File: config.mk
export PLATFORM = sky130hd
export DESIGN_NAME = seq_left_shift
export DESIGN_NICKNAME = d
export VERILOG_FILES = /design/src/rtl/seq_left_shift.sv
export SDC_FILE = /design/constraint.sdc
export NUM_CORES = 1
export LEC_CHECK = 0
export BUFFER_PORTS_ARGS = -buffer_cell sky130_fd_sc_hd__buf_2
export CORE_ASPECT_RATIO = 0.9
export CORE_MARGIN = 5
export CORE_UTILIZATION = 30
export DETAILED_ROUTE_END_ITERATION = 10
export MAX_ROUTING_LAYER = met4
export SYNTH_ARGS = -nofsm -noshare
export SYNTH_HDL_FRONTEND = slang
export SYNTH_SLANG_ARGS = --single-unit
File: constraint.sdc
create_clock -name clk -period 2.6 [get_ports clk]
set_input_delay 0.52 -clock clk [delete_from_list [all_inputs] [get_ports clk]]
set_output_delay 0.52 -clock clk [all_outputs]
set_load 0.01 [all_outputs]
File: src/rtl/seq_left_shift.sv
// seq_left_shift: multi-cycle logical left shifter, one bit per clock.
// Registers the result with Z/N flags, plus a signed overflow flag (V) and
// the last bit shifted out of the MSB (CO). Shift amounts of zero or at
// least WIDTH finish in a single edge without loading the counter.
module seq_left_shift #(
    parameter int unsigned WIDTH = 32
) (
    input  logic             clk,
    input  logic             rst_n,
    input  logic             start,
    input  logic [WIDTH-1:0] A,
    input  logic [31:0]      C,
    output logic [WIDTH-1:0] B,
    output logic             Z,
    output logic             N,
    output logic             V,
    output logic             CO,
    output logic             busy,
    output logic             done
);

    localparam int unsigned CW = $clog2(WIDTH) + 1;

    typedef enum logic [1:0] {
        IDLE  = 2'd0,
        SHIFT = 2'd1,
        DONE  = 2'd2
    } state_t;

    state_t           state, state_nxt;
    logic [WIDTH-1:0] work, work_nxt;
    logic [CW-1:0]    cnt, cnt_nxt;
    logic             vacc, vacc_nxt;
    logic             coacc, coacc_nxt;

    // Result staged for the output registers on the edge that enters DONE
    logic             load_out;
    logic [WIDTH-1:0] res_b;
    logic             res_v;
    logic             res_co;

    // State register
    always_ff @(posedge clk or negedge rst_n) begin
        if (!rst_n) begin
            state <= IDLE;
        end else begin
            state <= state_nxt;
        end
    end

    // Next-state, datapath update and result staging
    always_comb begin
        state_nxt = state;
        work_nxt  = work;
        cnt_nxt   = cnt;
        vacc_nxt  = vacc;
        coacc_nxt = coacc;
        load_out  = 1'b0;
        res_b     = work;
        res_v     = vacc;
        res_co    = coacc;

        unique case (state)
            IDLE: begin
                if (start) begin
                    vacc_nxt  = 1'b0;
                    coacc_nxt = 1'b0;
                    if (C == 32'd0) begin
                        work_nxt  = A;
                        cnt_nxt   = '0;
                        state_nxt = DONE;
                        load_out  = 1'b1;
                        res_b     = A;
                        res_v     = 1'b0;
                        res_co    = 1'b0;
                    end else if (C >= 32'(WIDTH)) begin
                        // Every operand bit leaves the word; only an exact
                        // WIDTH shift sees A[0] as the final carry.
                        work_nxt  = '0;
                        cnt_nxt   = '0;
                        vacc_nxt  = (A != '0);
                        coacc_nxt = (C == 32'(WIDTH)) ? A[0] : 1'b0;
                        state_nxt = DONE;
                        load_out  = 1'b1;
                        res_b     = '0;
                        res_v     = vacc_nxt;
                        res_co    = coacc_nxt;
                    end else begin
                        work_nxt  = A;
                        cnt_nxt   = C[CW-1:0];
                        state_nxt = SHIFT;
                    end
                end
            end

            SHIFT: begin
                coacc_nxt = work[WIDTH-1];
                vacc_nxt  = vacc | (work[WIDTH-1] ^ work[WIDTH-2]);
                work_nxt  = {work[WIDTH-2:0], 1'b0};
                cnt_nxt   = cnt - CW'(1);
                if (cnt == CW'(1)) begin
                    state_nxt = DONE;
                    load_out  = 1'b1;
                    res_b     = work_nxt;
                    res_v     = vacc_nxt;
                    res_co    = coacc_nxt;
                end
            end

            DONE: begin
                state_nxt = IDLE;
            end

            default: begin
                state_nxt = IDLE;
            end
        endcase
    end

    // Working register, counter and flag accumulators
    always_ff @(posedge clk or negedge rst_n) begin
        if (!rst_n) begin
            work  <= '0;
            cnt   <= '0;
            vacc  <= 1'b0;
            coacc <= 1'b0;
        end else begin
            work  <= work_nxt;
            cnt   <= cnt_nxt;
            vacc  <= vacc_nxt;
            coacc <= coacc_nxt;
        end
    end

    // Output registers: updated only on completion, held otherwise
    always_ff @(posedge clk or negedge rst_n) begin
        if (!rst_n) begin
            B  <= '0;
            Z  <= 1'b0;
            N  <= 1'b0;
            V  <= 1'b0;
            CO <= 1'b0;
        end else if (load_out) begin
            B  <= res_b;
            Z  <= (res_b == '0);
            N  <= res_b[WIDTH-1];
            V  <= res_v;
            CO <= res_co;
        end
    end

    // Status decoded from the registered state
    always_comb begin
        busy = (state != IDLE);
        done = (state == DONE);
    end

endmodule
Word-level counts from Yosys, hierarchy flattened
Index checks and enable logic that the tools add are counted.
{ "classes": {"n_eq_ne": 6, "bitwise": 2, "order_cmp": 1, "reduce_logical": 8, "muxes": 42, "add_sub_neg": 1} }
{ "ops": {"columns": ["cell", "count"], "rows": [
  ["2-to-1 mux 32 bit", 7],
  ["case mux 32 bit (2 select lines)", 2],
  ["logical NOT 32 bit", 2],
  ["equality test 32 x 6 -> 1 bit, second input constant", 1],
  ["greater-or-equal comparator 32 x 6 -> 1 bit, second input constant", 1],
  ["nonzero test 32 bit", 1],
  ["2-to-1 mux 1 bit", 19],
  ["2-to-1 mux 6 bit", 3],
  ["case mux 6 bit (2 select lines)", 1],
  ["case mux 1 bit (2 select lines)", 5],
  ["2-to-1 mux 2 bit", 4],
  ["equality test 6 x 1 -> 1 bit, second input constant", 1],
  ["subtractor 6 x 1 -> 6 bit, second input constant", 1],
  ["!= test 2 bit, second input constant", 2],
  ["case mux 2 bit (2 select lines)", 1],
  ["AND reduction 2 bit", 2],
  ["nonzero test 2 bit", 2],
  ["equality test 2 x 1 -> 1 bit, second input constant", 1],
  ["equality test 2 bit, second input constant", 1],
  ["logical NOT 2 bit", 1],
  ["OR 1 bit", 1],
  ["bitwise XOR 1 bit", 1]
]} }
{ "word_totals": {"ff_bits": 78, "input_bits": 67, "output_inout_bits": 38} }

Depth between registers and ports, before layout
Gate-level depths: netlist of run 1.
{ "depth": {"word_depth": 6, "ltp_mapped": 11} }

Least setup slack after synthesis of run 1
Ideal clock, no wire load.
{ "synth_timing": {"path_kind": "in2reg", "start": "input port C[18]", "end": "register V", "t_arrival_ps": 2051, "setup_ps": 132, "stages": 9, "setup_slack_ps": 417, "cell_sequence": "nor4_1 nand4b_1 nor2_2 nand2_1 a21oi_2 inv_1 clkbuf_1 nor2_1 nor2_1"} }
{ "synth_via": {"elab_chain_len": 5, "word_cells_on_any_way": 10, "cone_classes": "order compare: 1; mux: 8; reduce/logical: 1"} }
{ "synth_lines": {"columns": ["element", "line_no", "source"], "rows": [
  ["start, declared", "12", "input logic [31:0] C,"],
  ["greater-or-equal comparator 32 x 6 -> 1 bit", "76", "end else if (C >= 32'(WIDTH)) begin"],
  ["2-to-1 mux 1 bit", "76", null],
  ["2-to-1 mux 1 bit", "68", "if (C == 32'd0) begin"],
  ["2-to-1 mux 1 bit", "65", "if (start) begin"],
  ["case mux 1 bit (2 select lines)", "63", "unique case (state)"],
  ["end signal, assigned", "147", "V <= res_v;"],
  ["end, declared", "16", "output logic V,"]
]} }
Several ways; a longest one is shown, not always the timed one.
A chain may end at the register's enable or synchronous reset.

Worst setup path after layout of run 1
{ "layout_timing": {"start": "register cnt[2]", "end": "register Z"} }
{ "layout_via": {"elab_chain_len": 4, "word_cells_on_any_way": 6, "cone_classes": "eq/ne: 1; mux: 4; reduce/logical: 1"} }
{ "layout_lines": {"columns": ["element", "line_no", "source"], "rows": [
  ["start, declared", "32", "logic [CW-1:0] cnt, cnt_nxt;"],
  ["start signal, assigned", "129", "cnt <= cnt_nxt;"],
  ["equality test 6 x 1 -> 1 bit *", "101", "if (cnt == CW'(1)) begin"],
  ["2-to-1 mux 32 bit", "101", null],
  ["case mux 32 bit (2 select lines)", "63", null],
  ["logical NOT 32 bit", "145", "Z <= (res_b == '0);"],
  ["end signal, assigned", "145", null],
  ["end, declared", "14", "output logic Z,"]
]} }
Every way passes the cells marked *; elsewhere a longest branch is shown, timed or not.

==> metrics.csv, run 1 <==
metric,value,unit
outcome,"finished, final reports clean",
syn-num-nets,516,
clockBufferDepth,2,
cap_viol_max_count,0,
synthFlopType,dfrtp_1,
fin_skew,6.918,ps
fin_hold_ws,31.87,ps
drive_gt1_frac,0.2939,
hpwl,11150,um
drtAntennaViolNets,0,
dieArea,0.01553,mm^2
p_seq_frac,0.437,
grt_pass1_wl,22860,um
hold_class,input port to asynchronous set/reset pin,
die_w,130.8,um
antenna_cells,0,
final_cell_mix,"buf_2, dfrtp_1, nand2_1, nor2_1, buf_4",
synth_edf_count,0,
start_util,0.3082,
worst_ep_required_time,2880,ps
die_h,118.7,um
track_usage,0.1962,
cp_max_fo,5,
final_net_count,639,
peakVddDrop,0.2476,mV
dr.pass1.iters,6,
final_core_util,0.4046,
switchingPower,0.0007867,W
layout_min_cycle_time,2344,ps
intPower,0.002111,W
start_kind,flip-flop,
layout_commonest_cell,buf_2,
gp_congestion,0.8945,
cts_made_buffers,9,
switching_share,0.2714,
setup_viol,0,
synth-async-reset-ratio,1.000,
areaGrowthSynthToFinish,31.28,%
cts_tree,yes,
globalRouteOverflowTotal,0,
wl_per_cell,19.63,um
core_area,0.01278,mm^2
clk_latency,350,ps
synth_cells,447,
via_per_inst,5.512,
max_freq,0.4266,GHz
grt_pass1_vias,4126,
ys_seq_area_frac,0.4827,
rsz0062_at_grt,no,
ys_types,51,
vias,4073,
nFillCells,1326,
tightest_slew,495.8,ps
hold_viol_final,0,
pwr-share-clk,0.454,
ctsHtreeMaxLevel,3,
finalWirelength,14510,um
cts.root.buffer_cell,clkbuf_16,
netlist_area,0.003940,mm^2
crit_path_end_kind,flip-flop,
slew-limit-headroom,0.6684,
drt_iter0_drc,499,
ys_ff_latch,76,
drv_slew,0,
cts.sinks,76,
combPwrFrac,0.109,
drc_errors,0,
row_count,39,
antenna_found_initial,0,
cts.reportedPaths.clkPinSlew,70,ps
grt_max_degree,41,
p_per_area,560.3,mW/mm^2
worstSetupPathType,flip-flop to flip-flop,
p_leak,2.642,nW
fin_crit_sh,0.9015,
ios,105,
yosysWarnings,0,
synth.avg_cell_area,8.814,um^2
arrival,2620,ps
io_buffers,104,
[worst max-delay path: stages, from the launching register on]
cell and delay [ps]:
dfrtp_1 440, nor3_2 270, and4b_1 360, a21oi_2 110, and3_1 190, a211o_1 280
nor4_1 330, nand4_1 130, o21ai_1 140
[path summary, 6_finish.rpt]
check	endpoint	slack (ps)	start	cells past startpoint
setup / recovery	Z$_DFFE_PN0P_	260	cnt[2]$_DFFE_PN0P_	8
hold / removal	state[0]$_DFFE_PN0P_	30	rst_n	1
setup reg to reg	Z$_DFFE_PN0P_	260	cnt[2]$_DFFE_PN0P_	8
hold reg to reg	B[2]$_DFFE_PN0P_	460	B[2]$_DFFE_PN0P_	2
max in group asynchronous	work[22]$_DFFE_PN0P_	2070	rst_n	2
min in group clk	work[19]$_DFFE_PN0P_	410	A[19]	3
[what timing repair did]
| action | CTS | global route |
|---|---|---|
| setup endpoints to repair | 0 | 1 |
| resized for setup | 0 | 1 |
| setup buffers | 0 | 0 |
| hold buffers | 0 | 0 |
[metal layers]
| layer | up-vias | GRT usage | wire, um |
|---|---|---|---|
| met3 | 22 | 0.03879 | 989 |
| met4 | 0 | 0.06041 | 327 |
| met5 | - | - | 0 |
| met2 | 172 | 0.3017 | 6788 |
| met1 | 1986 | 0.2610 | 6401 |
| li1 | 1893 | - | - |
[cells by family (layout without fill, tap and decap cells)]
| kind of cell | count (synthesis) | count (layout) | share of synthesized area |
|---|---|---|---|
| AOI/OAI and AO/OA | 127 | 127 | 0.2261 |
| and+or+nand+nor | 188 | 188 | 0.2220 |
| adders and majority gates | 2 | 2 | 0.006350 |
| xor gates and xnor gates | 1 | 1 | 0.002223 |
| DFF | 76 | 76 | 0.4827 |
| buffers and inverters | 51 | 179 | 0.05494 |
| muxes | 2 | 2 | 0.005716 |
[stage by stage]
step	power [W]	setup WS (ps)	TNS (ps)	area [um^2]	cells
detailed placement	0.001607	-6.956	-6.956	4860	723
global route	0.003008	76.14	0	5172	739
global placement	0.001602	61.94	0	4860	723
finish	0.002898	256.0	0	5172	739
floorplan	0.001404	416.9	0	3940	447
CTS	0.002928	220.5	0	5169	739
[synthesized netlist by cell type (2+ instances only)]
library cell | instances | area, um^2
ha_1 | 2 | 25.02
a221oi_1 | 4 | 35.03
a222oi_1 | 14 | 140.1
nor4_1 | 17 | 106.4
a21oi_1 | 26 | 130.1
and3_1 | 5 | 31.28
nand2_1 | 71 | 266.5
a21oi_2 | 2 | 17.52
clkbuf_1 | 17 | 63.81
a32oi_1 | 2 | 17.52
a22oi_1 | 24 | 180.2
o21ai_0 | 14 | 70.07
nand4_1 | 5 | 31.28
nand2b_1 | 2 | 12.51
a22o_1 | 3 | 26.28
nor3_1 | 3 | 15.01
and2_1 | 4 | 25.02
a221o_1 | 3 | 30.03
inv_1 | 21 | 78.83
or2_2 | 2 | 12.51
buf_2 | 8 | 40.04
nor2_1 | 54 | 202.7
buf_4 | 4 | 30.03
dfrtp_1 | 76 | 1902
nor4_2 | 2 | 25.02
mux2_2 | 2 | 22.52
nand3_1 | 14 | 70.07
a311oi_1 | 4 | 35.03
o22ai_1 | 7 | 43.79
a31oi_1 | 14 | 87.58
[power groups by stage]
stage	clock [W]	combinational, W	sequential [W]
after CTS	0.00134	0.000320	0.00127
after floorplan	0	0.000115	0.00129
after global placement	0	0.000316	0.00129
after detailed placement	0	0.000319	0.00129
final	0.00132	0.000317	0.00127
after global routing	0.00138	0.000352	0.00127
[registers in the layout, indices dropped and copies added (netlist names)]
signal  cells
B          32
work       32
cnt         6
state       2
CO          1
V           1
Z           1
vacc        1
[final cells by class]
type,instances,area [um^2],area share
clock buffer,9,225.2,0.04354
clock inverter,7,83.83,0.01621
inverter,21,78.83,0.01524
multi-input combinational,320,1831,0.3539
sequential,76,1902,0.3677
tap,164,205.2,0.03967
timing repair buffer,142,847.1,0.1638
Power figures use the tool's default switching activity.
==> run 2, diff against run 1 <==
--- a/config.mk
+++ b/config.mk
@@ -11,6 +11,7 @@
 export CORE_UTILIZATION = 30
 export DETAILED_ROUTE_END_ITERATION = 10
 export MAX_ROUTING_LAYER = met4
+export RECOVER_POWER = 50
 export SYNTH_ARGS = -nofsm -noshare
 export SYNTH_HDL_FRONTEND = slang
 export SYNTH_SLANG_ARGS = --single-unit
==> run 2 against run 1 <==
- power is 0.43% lower
- global-route usage stayed put
- via count is 0.15% higher
- register-to-register slack hardly changed
- wire length hardly changed
- critical path depth stayed put
- core utilization is 0.37 points lower
- non-clock buffer count stayed put
- final cell count stayed put
- sequential share of layout area is 0.34 points higher
- sequential power hardly changed
- critical path type unchanged
- critical endpoint unchanged
- largest cell class unchanged
==> metrics.csv, run 2 (synthesized netlist as in run 1, its figures left out) <==
metric,value,unit
hold_buffers,0,
cts_tree,yes,
via_per_inst,5.520,
cts.reportedPaths.clkPinSlew,70,ps
p_seq_frac,0.439,
nFillCells,1336,
start_util,0.3082,
row_count,39,
arrival,2610,ps
met3_usage,0.03879,
clk_latency,350,ps
final_cell_mix,"buf_2, dfrtp_1, nand2_1, nor2_1, buf_4",
hold_viol_final,0,
areaGrowthSynthToFinish,30.07,%
dr.pass1.iters,8,
p_per_area,563.1,mW/mm^2
reg_top3,"B: 32 flops, work: 32 flops, cnt: 6 flops",
wl_per_cell,19.63,um
setup_tns,0,ps
max_freq,0.4288,GHz
pwr-share-clk,0.455,
globalRouteOverflowTotal,0,
finalWirelength,14510,um
worstSetupPathType,flip-flop to flip-flop,
layout_min_cycle_time,2332,ps
vias,4079,
fin_crit_sh,0.8970,
drv_slew,0,
cts.sinks,76,
hpwl,11150,um
die_h,118.7,um
crit_path_end_kind,flip-flop,
final_core_util,0.4009,
ios,105,
layout_commonest_cell,buf_2,
ctsResizeCount,0,
dieArea,0.01553,mm^2
peakVddDrop,0.2501,mV
crit_start,cnt[2]$_DFFE_PN0P_,
clockBufferDepth,2,
post-place-ws,-6.956,ps
start_kind,flip-flop,
grt_pass1_wl,22860,um
outcome,"finished, final reports clean",
intPower,0.002104,W
drtAntennaViolNets,0,
crit_slowest_cell,dfrtp_1,
hold_class,input port to asynchronous set/reset pin,
cts_made_buffers,9,
io_buffers,104,
fin_skew,7.067,ps
gp_congestion,0.8945,
final_net_count,639,
slew-limit-headroom,0.3410,
die_w,130.8,um
grt_pass1_vias,4126,
drive_gt1_frac,0.2557,
antenna_found_initial,0,
antenna_cells,0,
gr-max-usage-layer,met2,
ctsHtreeMaxLevel,3,
r2r_start,cnt[2]$_DFFE_PN0P_,
cpPeakStageDelay,440,ps
setup_viol,0,
p_leak,2.551,nW
grt_max_degree,41,
rsz0062_at_grt,no,
use_met1,0.2610,
cp_cell_sequence,nor3_2 -> and4b_1 -> a21oi_2 -> and3_1 -> a211o_1 -> nor4_1 -> nand4_1 -> o21ai_1,
post_cts_buffers,0,
tightest_slew,988.5,ps
met2_usage,0.3017,
combPwrFrac,0.107,
cp_max_fo,5,
drc_errors,0,
core_area,0.01278,mm^2
switchingPower,0.0007822,W
track_usage,0.1962,
worst_ep_required_time,2880,ps
switching_share,0.2710,
cap_viol_max_count,0,
drt_iter0_drc,514,
cts.root.buffer_cell,clkbuf_16,
layout_setup_ws,267.8,ps
[run 2: cell count changes in the layout (fill, tap and decap cells not counted), sizes merged]
| cell | delta |
|---|---|
| buf | -23 |
| clkbuf | +23 |
[run 2: power by group through the flow]
stage,registers [W],clock network [W],logic [W]
2_1_floorplan,0.00129,0,0.000115
6_report,0.00127,0.00131,0.000308
5_1_grt,0.00127,0.00138,0.000344
3_3_place_gp,0.00129,0,0.000316
4_1_cts,0.00127,0.00134,0.000320
3_5_place_dp,0.00129,0,0.000319
[run 2: layer usage]
metal | part of all wire | vias up
met5 | 0 | -
met4 | 0.022 | 0
li1 | - | 1893
met2 | 0.47 | 186
met1 | 0.43 | 1979
met3 | 0.080 | 21
[run 2: final timing paths]
kind | end | slack, ps | cells past startpoint
max | Z$_DFFE_PN0P_ | 270 | 8
min in group clk | work[19]$_DFFE_PN0P_ | 410 | 3
max in group asynchronous | work[1]$_DFFE_PN0P_ | 1110 | 2
min reg2reg | B[28]$_DFFE_PN0P_ | 460 | 2
min | state[0]$_DFFE_PN0P_ | 120 | 1
max reg2reg | Z$_DFFE_PN0P_ | 270 | 8
[run 2: stage by stage]
step	power [W]	hold slack [ps]	cell area (um^2)	instances
CTS	0.002928	28.97	5169	739
detailed placement	0.001607	405.1	4860	723
finish	0.002886	124.7	5125	739
global placement	0.001602	398.8	4860	723
global route	0.003001	169.2	5125	739
floorplan	0.001404	224.4	3940	447
[run 2: final cells by class]
type / count / area [um^2] / share of cell area
flip-flops and latches: 76 / 1902 / 0.3711
multi-input cells: 320 / 1831 / 0.3572
repair buffers: 142 / 799.5 / 0.1560
clock buffers: 9 / 225.2 / 0.04395
well taps: 164 / 205.2 / 0.04004
clock inverters: 7 / 83.83 / 0.01636
inverters: 21 / 78.83 / 0.01538
[run 2: worst max-delay path, delay by kind of cell (launching register included)]
kind             cells  cell delay [ps]
AO/OA/AOI/OAI        3              520
AND/OR/NAND/NOR      5             1280
flip-flops           1              440
==> run 3, diff against run 2 <==
--- a/config.mk
+++ b/config.mk
@@ -5,6 +5,7 @@
 export SDC_FILE = /design/constraint.sdc
 export NUM_CORES = 1
 export LEC_CHECK = 0
+export ABC_AREA = 1
 export BUFFER_PORTS_ARGS = -buffer_cell sky130_fd_sc_hd__buf_2
 export CORE_ASPECT_RATIO = 0.9
 export CORE_MARGIN = 5
==> run 3 against run 2 <==
- the run now ends with capacitance limit, slew limit left
- final cell count grew 38%
- worst setup slack better by 100 ps
- power grew 2.5%
- sequential power about the same
- synthesized cell count rose by 57%
- critical path depth rose by 6
- first-iteration DRC count shrank 15%
- register-to-register slack improved by 100 ps
- sequential share of layout area shrank 5.3 points
- wire length is 15% higher
- critical endpoint unchanged
- largest cell class is now multi-input combinational cells
==> metrics.csv, run 3 <==
metric,value,unit
outcome,"complete, but fails checks",
violations,"capacitance limit, slew limit",
die_w,144.0,um
reg_top3,"B: 32 flops, work: 32 flops, cnt: 6 flops",
synth_top_area_frac,0.3925,
synth_top_area_cell,dfrtp_1,
synth_edf_count,0,
synth-async-reset-ratio,1.000,
tightest_slew,1962,ps
ctsResizeCount,0,
setup_tns,0,ps
drv_slew,33,
drt_iter0_drc,438,
wl_per_cell,16.33,um
hold_class,input port to flip-flop,
track_usage,0.1878,
die_h,130.6,um
ctsHtreeMaxLevel,3,
setup_viol,0,
hold_buffers,0,
cts.sinks,76,
drive_gt1_frac,0.1902,
fin_skew,7.251,ps
final_net_count,879,
vias,5157,
hpwl,12590,um
ios,105,
post_cts_buffers,0,
cts.reportedPaths.clkPinSlew,60,ps
yosysWarnings,0,
start_kind,flip-flop,
io_buffers,104,
grt_pass1_wl,26580,um
start_util,0.3025,
netlist_area,0.004846,mm^2
worst_ep_required_time,2870,ps
drc_errors,0,
crit_path_end_kind,flip-flop,
synthFlopType,dfrtp_1,
synth_most_common_cell,nand2_1,
areaGrowthSynthToFinish,23.50,%
combPwrFrac,0.151,
via_per_inst,5.046,
hold_viol_final,0,
grt_pass1_vias,4784,
worstSetupPathType,flip-flop to flip-flop,
fin_crit_sh,0.8569,
cp_max_fo,17,
synth.avg_cell_area,6.923,um^2
drtAntennaViolNets,0,
final_cell_mix,"nand2_1, buf_2, dfrtp_1, nor2_1, nand3_1",
cts_made_buffers,9,
cts.root.buffer_cell,clkbuf_16,
p_seq_frac,0.433,
globalRouteOverflowTotal,0,
synth_top_cells_by_area,"dfrtp_1, nand2_1, nand3_1",
p_per_area,494.4,mW/mm^2
finalWirelength,16690,um
max_freq,0.4488,GHz
antenna_found_initial,0,
rsz0062_at_grt,no,
cap_viol_max_count,1,
antenna_cells,0,
grt_max_degree,45,
ys_ff_latch,76,
clockBufferDepth,2,
power,0.002959,W
slew-limit-headroom,-0.3083,
ys_types,42,
peakVddDrop,0.3735,mV
ys_seq_area_frac,0.3925,
synth_cells,700,
pwr-share-clk,0.416,
layout_min_cycle_time,2228,ps
switching_share,0.2757,
core_area,0.01602,mm^2
switchingPower,0.0008158,W
dr.pass1.iters,6,
p_leak,2.998,nW
row_count,44,
intPower,0.002143,W
syn-num-nets,769,
synth_commonest_cells,"nand2_1, dfrtp_1, nor2_1",
fin_hold_ws,444.9,ps
nFillCells,1730,
cts_tree,yes,
arrival,2500,ps
dieArea,0.01880,mm^2
final_core_util,0.3736,
clk_latency,340,ps
gp_congestion,0.9296,
layout_commonest_cell,nand2_1,
==> run 3: cell count changes in the layout (fill, tap and decap cells not counted), sizes merged, moves of 9 or more <==
cell | previous run | this run
a222oi | 14 | 0
a22oi | 24 | 12
inv | 24 | 66
nand2 | 71 | 200
nand3 | 14 | 66
nand4 | 5 | 14
nor2 | 55 | 82
nor4 | 19 | 8
o21ai | 15 | 55
o221ai | 0 | 9
==> run 3: cell type report <==
class,count,area (um^2),share of cell area
well taps,207,259.0,0.04328
flip-flops and latches,76,1902,0.3178
clock buffers,12,236.5,0.03951
multi-input cells,515,2481,0.4146
inverters,72,270.3,0.04516
repair buffers,136,785.8,0.1313
clock inverters,4,50.05,0.008363
==> run 3: critical path, stage by stage, from the launching register on <==
cell and delay (ps):
dfrtp_1 380, inv_1 100, ha_1 240, nand4_4 180, nand2_4 240, inv_1 160, o22ai_1 130, nand2_1 120
inv_1 90, nand2_1 60, nor2_1 100, nand2_1 60, nor2_1 110, nand3_1 100, o21bai_2 110
==> run 3: kinds of logic after synthesis <==
group / Yosys count / share of synthesized area
simple gates: 376 / 0.3375
flops: 76 / 0.3925
fa+ha+maj: 2 / 0.005163
xor+xnor: 1 / 0.001808
buf+inv: 109 / 0.09553
compound gates: 136 / 0.1676
==> run 3: power groups by stage <==
| stage | combinational (W) | sequential, W | clock, W |
|---|---|---|---|
| after floorplan | 0.000210 | 0.00132 | 0 |
| after global placement | 0.000457 | 0.00130 | 0 |
| after detailed placement | 0.000459 | 0.00130 | 0 |
| after CTS | 0.000460 | 0.00128 | 0.00126 |
| after global routing | 0.000501 | 0.00129 | 0.00132 |
| final | 0.000448 | 0.00128 | 0.00123 |
==> run 3: final timing paths <==
check / cells past startpoint / slack (ps) / start / end
min in group asynchronous: 1 / 720 / rst_n / work[21]$_DFFE_PN0P_
hold / removal: 3 / 440 / A[24] / work[24]$_DFFE_PN0P_
max in group asynchronous: 1 / 740 / rst_n / B[29]$_DFFE_PN0P_
setup / recovery: 14 / 370 / cnt[1]$_DFFE_PN0P_ / Z$_DFFE_PN0P_
hold reg to reg: 2 / 480 / B[6]$_DFFE_PN0P_ / B[6]$_DFFE_PN0P_
setup reg to reg: 14 / 370 / cnt[1]$_DFFE_PN0P_ / Z$_DFFE_PN0P_
==> run 3: stage by stage <==
| step | std cells | area [um^2] | setup slack (ps) |
|---|---|---|---|
| after floorplan | 700 | 4846 | 714.6 |
| after global placement | 1006 | 5725 | 298.0 |
| after detailed placement | 1006 | 5725 | 271.9 |
| after CTS | 1022 | 6012 | 370.8 |
| after global routing | 1022 | 5984 | 133.3 |
| final | 1022 | 5984 | 372.0 |
==> run 3: routing by layer <==
| metal | vias to the layer above | wire length, um | share of wire | track usage |
|---|---|---|---|---|
| li1 | 2552 | - | - | - |
| met1 | 2346 | 7677 | 0.46 | 0.2659 |
| met2 | 230 | 7195 | 0.43 | 0.2685 |
| met3 | 29 | 1400 | 0.084 | 0.03894 |
| met4 | 0 | 411 | 0.025 | 0.05980 |
| met5 | - | 0 | 0 | - |
